$ cat src/rtl/hazard_unit.sv
// hazard_unit: EX/MEM/WB hazard tracking with forwarding selects, load-use stall FSM and saturating stall counter
module hazard_unit #(
  parameter int CNT_W = 16
) (
  input  logic             clk,
  input  logic             reset,
  input  logic             advance,
  input  logic             flush,
  input  logic             id_valid,
  input  logic [4:0]       id_rs1_num,
  input  logic [4:0]       id_rs2_num,
  input  logic             id_uses_rs1,
  input  logic             id_uses_rs2,
  input  logic [4:0]       id_rd,
  input  logic             id_load_regfile,
  input  logic             id_is_load,
  output logic             hazard_mem_exec [2],
  output logic             hazard_wb_exec [2],
  output logic             stall_out,
  output logic [CNT_W-1:0] stall_count
);
  typedef struct packed {
    logic       valid;
    logic [4:0] rd;
    logic       wr;
    logic       ld;
  } slot_t;
  typedef enum logic {RUN, STALL} state_t;
  slot_t      ex, mem, wb;
  logic [4:0] ex_rs [2];
  logic       ex_use [2];
  state_t     state, state_n;
  logic       luse;
  function automatic logic writer(slot_t s);
    return s.valid && s.wr && s.rd != 5'd0;
  endfunction
  always_comb begin
    luse = writer(ex) && ex.ld && id_valid &&
           ((id_uses_rs1 && id_rs1_num == ex.rd) || (id_uses_rs2 && id_rs2_num == ex.rd));
    stall_out = state == RUN && luse && !flush;
    state_n = advance ? (stall_out ? STALL : RUN) : state;
    for (int i = 0; i < 2; i++) begin
      hazard_mem_exec[i] = writer(mem) && ex.valid && ex_use[i] && mem.rd == ex_rs[i];
      hazard_wb_exec[i]  = !hazard_mem_exec[i] && writer(wb) && ex.valid && ex_use[i] && wb.rd == ex_rs[i];
    end
  end
  always_ff @(posedge clk or posedge reset) begin
    if (reset) begin
      ex          <= '0;
      mem         <= '0;
      wb          <= '0;
      ex_rs[0]    <= '0;
      ex_rs[1]    <= '0;
      ex_use[0]   <= 1'b0;
      ex_use[1]   <= 1'b0;
      state       <= RUN;
      stall_count <= '0;
    end else if (advance) begin
      wb          <= mem;
      mem         <= ex;
      ex          <= (stall_out || flush) ? '0 : slot_t'{id_valid, id_rd, id_load_regfile, id_is_load};
      ex_rs[0]    <= id_rs1_num;
      ex_rs[1]    <= id_rs2_num;
      ex_use[0]   <= id_uses_rs1;
      ex_use[1]   <= id_uses_rs2;
      state       <= state_n;
      stall_count <= (stall_out && !(&stall_count)) ? stall_count + 1'b1 : stall_count;
    end
  end
endmodule

$ cat config.mk
export PLATFORM = sky130hd
export DESIGN_NAME = hazard_unit
export DESIGN_NICKNAME = d
export VERILOG_FILES = /design/src/rtl/hazard_unit.sv
export SDC_FILE = /design/constraint.sdc
export NUM_CORES = 1
export LEC_CHECK = 0
export CAP_MARGIN = 30
export CORE_MARGIN = 2
export CORE_UTILIZATION = 35
export DETAILED_ROUTE_END_ITERATION = 7
export PLACE_DENSITY_LB_ADDON = 0.25
export SLEW_MARGIN = 20
export SYNTH_ARGS = -nofsm -noshare
export SYNTH_HDL_FRONTEND = slang
export SYNTH_SLANG_ARGS = --single-unit
$ cat constraint.sdc
create_clock -name clk -period 5.7 [get_ports clk]
set_input_delay 1.14 -clock clk [delete_from_list [all_inputs] [get_ports clk]]
set_output_delay 1.14 -clock clk [all_outputs]
set_load 0.02 [all_outputs]
==> results.json, run 1 <==
{
  "vias": 1763,
  "synth_warnings": 0,
  "async_flop_share_pct": 100.0,
  "fp.dieH_um": 88.37,
  "grt_use_met2_pct": 24.33,
  "drv_cap": 0,
  "initial_core_util_pct": 36.47,
  "die_w_um": 88.37,
  "ir_worst_vdd_uv": 84.87,
  "viasPerCell": 4.994,
  "fin_crit_sh_pct": 75.69,
  "max_stage_delay_ns": 0.61,
  "synth_commonest_cells": "51 x dfrtp_1, 27 x mux2_2, 26 x xnor2_1",
  "synthesis.nets": 232,
  "clock_latency_ns": 0.31,
  "antenna_found_initial": 0,
  "start_kind": "input pin",
  "place.gp.congestion": 0.8283,
  "drc": 0,
  "cp-end-kind": "output port",
  "seq_area_frac_synth_pct": 51.23,
  "coreArea_um2": 6832,
  "slew_violations": 0,
  "final_util_pct": 46.08,
  "path_class": "in -> out",
  "status": "finished, final reports clean",
  "syn_area_um2": 2491,
  "leakage_nw": 1.316,
  "path_clk_slew_ns": 0.10,
  "hold_path.class": "reg -> reg",
  "ctsRootBufferMaster": "clkbuf_8",
  "drt-total-wl_um": 5605,
  "cts_inserted_buffers": 5,
  "ys_seq_elements": 51,
  "grt_remaining_overflow": 0,
  "drtPass1Iterations": 4,
  "wl_per_cell_um": 15.88,
  "grt_pass1_wl_um": 9073,
  "io_pins": 45,
  "worst_pin_slew_ns": 0.6871,
  "syn_inst": 207,
  "timing.setup.tns_ns": 0,
  "fillers": 686,
  "dp_hpwl_um": 4018,
  "min_period_ns": 4.314,
  "setup_viol": 0,
  "fp-row-count": 30,
  "worst-path-max-fanout": 5,
  "hold_viol": 0,
  "cts_tree": "yes",
  "postCtsHoldBufs": 0,
  "synth_edf_count": 0,
  "grt_pass1_vias": 1853,
  "ys_types": 30,
  "ant_nets": 0,
  "worstPathCellList": "clkdlybuf4s50_1 -> xnor2_1 -> nand4_1 -> o22ai_2 -> nand2_1 -> nor2_1 -> clkdlybuf4s50_1",
  "rsz0062_at_grt": "no",
  "synth_top_area_cell": "dfrtp_1",
  "crit_family": "buffers and inverters",
  "path_common_cell": "clkdlybuf4s50_1",
  "fin_nets": 281,
  "yosysMostFrequentCell": "dfrtp_1",
  "die_area_um2": 7808,
  "cp_slowest_cell": "clkdlybuf4s50_1",
  "clock_path_buffers": 2,
  "path_buf_inv": 2,
  "avgSynthCellArea_um2": 12.03,
  "yosys-top-cells-area": "dfrtp_1 51%, mux2_2 12%, xnor2_1 9.1%",
  "p_per_area_nw_per_um2": 234.4,
  "max_freq_mhz": 231.8,
  "drt_iter0_markers": 101,
  "io_buffers": 44,
  "grt_max_degree": 31,
  "synth_top_flop_cell": "dfrtp_1",
  "synth_top_area_share_pct": 51.23,
  "layout-drive-gt1-share_pct": 17.12,
  "finClkSkew_ns": 0.007589,
  "busiest_layer": "met2",
  "ctsResizeCount": 0,
  "antennaDiodeCount": 0,
  "crit_arrival_ns": 3.17,
  "required_ns": 4.56,
  "use_met3_pct": 3.731,
  "area_growth_pct": 26.37,
  "clock-sinks": 51,
  "grtUsageTotal_pct": 15.30,
  "relSlewSlack_pct": 54.13,
  "post_cts_buffers": 0,
  "use_met1_pct": 20.13,
  "cts-htree-levels": 2
}
==> kinds of logic after synthesis <==
logic type      after synthesis  synth area share, %
flops                        51                51.23
fa+ha+maj                     1               0.5022
buf+inv                       9                1.657
xor+xnor                     44                15.47
compound gates               14                4.922
simple gates                 60                13.56
mux                          28                12.66
==> sequential cells by signal (all words and copies together), names as in the netlist <==
signal,flops
stall_count,16
ex_use,2
ex,8
state,1
ex_rs,10
wb,7
mem,7
==> worst paths after layout <==
kind,startpoint,endpoint,slack [ns],depth (start not counted)
max in group asynchronous,reset,stall_count[14],3.91,3
min reg2reg,stall_count[5],stall_count[5],0.50,1
max reg2reg,ex[4],stall_count[15],3.53,6
min in group asynchronous,reset,ex[5],1.25,2
min,stall_count[5],stall_count[5],0.50,1
max,id_rs2_num[2],stall_out,1.39,7
==> power breakdown <==
group | switching [mW] | total (mW) | leakage (nW) | internal, mW
Combinational | 0.0437 | 0.109 | 0.614 | 0.0656
Sequential | 0.0329 | 0.420 | 0.654 | 0.387
Clock | 0.124 | 0.209 | 0.0477 | 0.0844
Total | 0.201 | 0.738 | 1.32 | 0.537
==> cells in the final DEF (no fill, tap or decap), types with 2 or more instances in the layout <==
cell             Yosys  routed
nor2_1               6       6
mux2_2              27      27
clkinv_2             0       3
nand3_1             10      10
clkbuf_8             0       5
nor3_1              12      12
nor4_2               2       2
nand4_1              7       7
a22o_1               9       9
xnor2_1             26      26
nor4_1               4       4
clkdlybuf4s50_1      0      44
xor2_1              18      18
nand2_1             10      10
dfrtp_1             51      51
o2111ai_1            2       2
inv_1                4       3
or4_1                3       3
==> per-stage QoR <==
stage	setup WS [ns]	instances	total power [mW]	hold WS [ns]	area (um^2)
finish	1.386	353	0.7378	0.4990	3148
CTS	1.370	353	0.7449	0.5099	3148
global route	1.257	353	0.7711	0.5380	3148
global placement	1.377	344	0.5339	0.4772	3037
floorplan	2.446	207	0.4924	0.4795	2491
detailed placement	1.386	345	0.5377	0.4883	3064
==> worst register-to-register path, delay by kind of cell (launching register included) <==
kind,cells,cell delay [ns]
AND/OR/NAND/NOR,3,0.67
AO/OA/AOI/OAI,1,0.33
XOR/XNOR,1,0.22
multiplexers,1,0.37
flip-flops,1,0.47
==> metal layers <==
metal  share of wire, %  up-vias  wire length [um]
li1                   -      836                 -
met5                  0        -                 0
met4                1.6        0                90
met3                5.3        9               299
met1                 45      865              2497
met2                 48       53              2718
==> cell type report <==
class | instances | area, um^2 | area share [%]
Clock buffer | 5 | 68.82 | 2.186
Clock inverter | 3 | 15.01 | 0.4769
Inverter | 5 | 18.77 | 0.5962
Multi-Input combinational cell | 147 | 1174 | 37.28
Sequential cell | 51 | 1276 | 40.54
Tap cell | 96 | 120.1 | 3.816
Timing Repair Buffer | 46 | 475.5 | 15.10
No activity file was read; power rests on OpenSTA's default activity.
==> run 2, diff against run 1 <==
==> constraint.sdc (replaced) <==
create_clock -name clk -period 4.03 [get_ports clk]
set_input_delay 0.806 -clock clk [delete_from_list [all_inputs] [get_ports clk]]
set_output_delay 0.806 -clock clk [all_outputs]
set_load 0.02 [all_outputs]
==> run 2 against run 1 <==
Effect of this change: utilization increased by 0.16 points; clock-buffer cell count unchanged; sequential share of layout area decreased by 0.14 points; sequential power increased by 41%; register-to-register slack got worse by 1.5 ns; clock skew increased by 0.0025 ns; routed wire length decreased by 0.75%; final area increased by 0.36%; final cell count increased by 0.28%; global-route usage increased by 0.68 points; setup slack got worse by 0.88 ns; critical path type unchanged; critical endpoint unchanged.
==> results.json, run 2 (synthesized netlist as in run 1, its figures left out) <==
{
  "status": "finished, final reports clean",
  "ir_worst_vdd_uv": 139.3,
  "rsz0062_at_grt": "no",
  "placedCellCount": 346,
  "drt_iter0_markers": 86,
  "fin_nets": 282,
  "wl_per_cell_um": 15.71,
  "die_w_um": 88.37,
  "vias": 1773,
  "worst-path-max-fanout": 5,
  "hold_path_startpoint": "stall_count[9]",
  "slew_violations": 0,
  "fp-row-count": 30,
  "cts_tree": "yes",
  "grt_pass1_vias": 1827,
  "setup_viol": 0,
  "reg2reg_depth": 5,
  "clock-sinks": 51,
  "drv_cap": 0,
  "layout-drive-gt1-share_pct": 17.44,
  "crit_arrival_ns": 2.72,
  "largest_reg_flops": 16,
  "drtPass1Iterations": 4,
  "rr_endpoint": "stall_count[1]",
  "ctsResizeCount": 0,
  "antenna_found_initial": 0,
  "grt_pass1_wl_um": 9425,
  "reg_top3": "stall_count: 16 flops, ex_rs: 10 flops, ex: 8 flops",
  "max_stage_delay_ns": 0.61,
  "fin_cells": 354,
  "hold_viol": 0,
  "ctsRootBufferMaster": "clkbuf_8",
  "drc": 0,
  "min_period_ns": 3.522,
  "io_buffers": 44,
  "final_common_cell": "dfrtp_1",
  "path_buf_inv": 2,
  "cp-end-kind": "output port",
  "coreArea_um2": 6832,
  "regToRegStartpoint": "stall_count[7]",
  "place.gp.congestion": 0.8251,
  "path_common_cell": "clkdlybuf4s50_1",
  "max_freq_mhz": 283.9,
  "hold_end": "stall_count[9]",
  "viasPerCell": 5.008,
  "postCtsHoldBufs": 0,
  "finClkSkew_ns": 0.01006,
  "worstPathCellList": "clkdlybuf4s50_1 -> nand4_1 -> nor3_1 -> nand2_1 -> nor2_1 -> clkdlybuf4s50_1",
  "crit_family": "buffers and inverters",
  "final_cell_mix": "51 x dfrtp_1, 44 x clkdlybuf4s50_1, 27 x mux2_2",
  "antennaDiodeCount": 0,
  "timing.setup.tns_ns": 0,
  "grtUsageTotal_pct": 15.98,
  "worst_pin_slew_ns": 0.4790,
  "relSlewSlack_pct": 68.02,
  "path_class": "in -> out",
  "initial_core_util_pct": 36.47,
  "cts-htree-levels": 2,
  "cp_slowest_cell": "clkdlybuf4s50_1",
  "hold_path.class": "reg -> reg",
  "p_per_area_nw_per_um2": 337.6,
  "required_ns": 3.22,
  "area_growth_pct": 26.82,
  "clock_path_buffers": 2,
  "fin_crit_sh_pct": 87.41,
  "start_kind": "input pin",
  "grt_max_degree": 32,
  "top_register": "stall_count",
  "die_area_um2": 7808,
  "path_clk_slew_ns": 0.10,
  "cts_inserted_buffers": 5,
  "io_pins": 45,
  "hold_depth": 1,
  "grt_remaining_overflow": 0,
  "p_total_mw": 1.067,
  "r2r_slack_ns": 1.98,
  "dp_hpwl_um": 4165,
  "leakage_nw": 1.319,
  "ant_nets": 0,
  "fp.dieH_um": 88.37,
  "clock_latency_ns": 0.32,
  "post_cts_buffers": 0,
  "drt-total-wl_um": 5563
}
run 2: worst max-delay path by stage:
stage	start	to	slack, ns	cells after the start
floorplan	mem[3]	hazard_wb_exec[1]	1.38	4
global placement	id_rs2_num[0]	stall_out	0.52	7
detailed placement	id_rs2_num[0]	stall_out	0.50	7
CTS	id_rs2_num[0]	stall_out	0.49	7
global route	id_rs2_num[0]	stall_out	0.33	7
finish	id_valid	stall_out	0.51	6
run 2: worst register-to-register path, stage by stage, from the launching register on:
cell and delay (ns):
dfrtp_1 0.42, nand2_1 0.12, or3_4 0.41, or3_1 0.41, nand3_2 0.23, mux2_1 0.35
run 2: power by group:
group,switching (mW),internal (mW)
combinational,0.0608,0.0925
sequential,0.0465,0.547
clock,0.191,0.128
run 2: metrics by stage:
stage	setup slack, ns	hold slack [ns]	instance area, um^2	util, %
5_1_grt	0.3329	0.5486	3159	46.25
3_5_place_dp	0.5027	0.4868	3064	44.85
4_1_cts	0.4903	0.5080	3159	46.25
3_3_place_gp	0.5159	0.4780	3044	44.56
2_1_floorplan	1.383	0.4795	2491	-
6_report	0.5075	0.5035	3159	46.25
run 2: area by class of cell:
| type | instances | area [um^2] |
|---|---|---|
| Tap cell | 96 | 120.1 |
| Fill cell | 674 | 3672 |
| Multi-Input combinational cell | 147 | 1174 |
| Timing Repair Buffer | 47 | 475.5 |
| Clock inverter | 3 | 26.28 |
| Sequential cell | 51 | 1276 |
| Clock buffer | 5 | 68.82 |
| Inverter | 5 | 18.77 |
run 2: layer usage:
layer	part of all wire, %	vias up	GRT usage, %
li1	-	849	-
met1	47	876	21.45
met2	48	41	26.11
met3	3.5	7	2.985
met4	1.2	0	5.372
met5	0	-	0
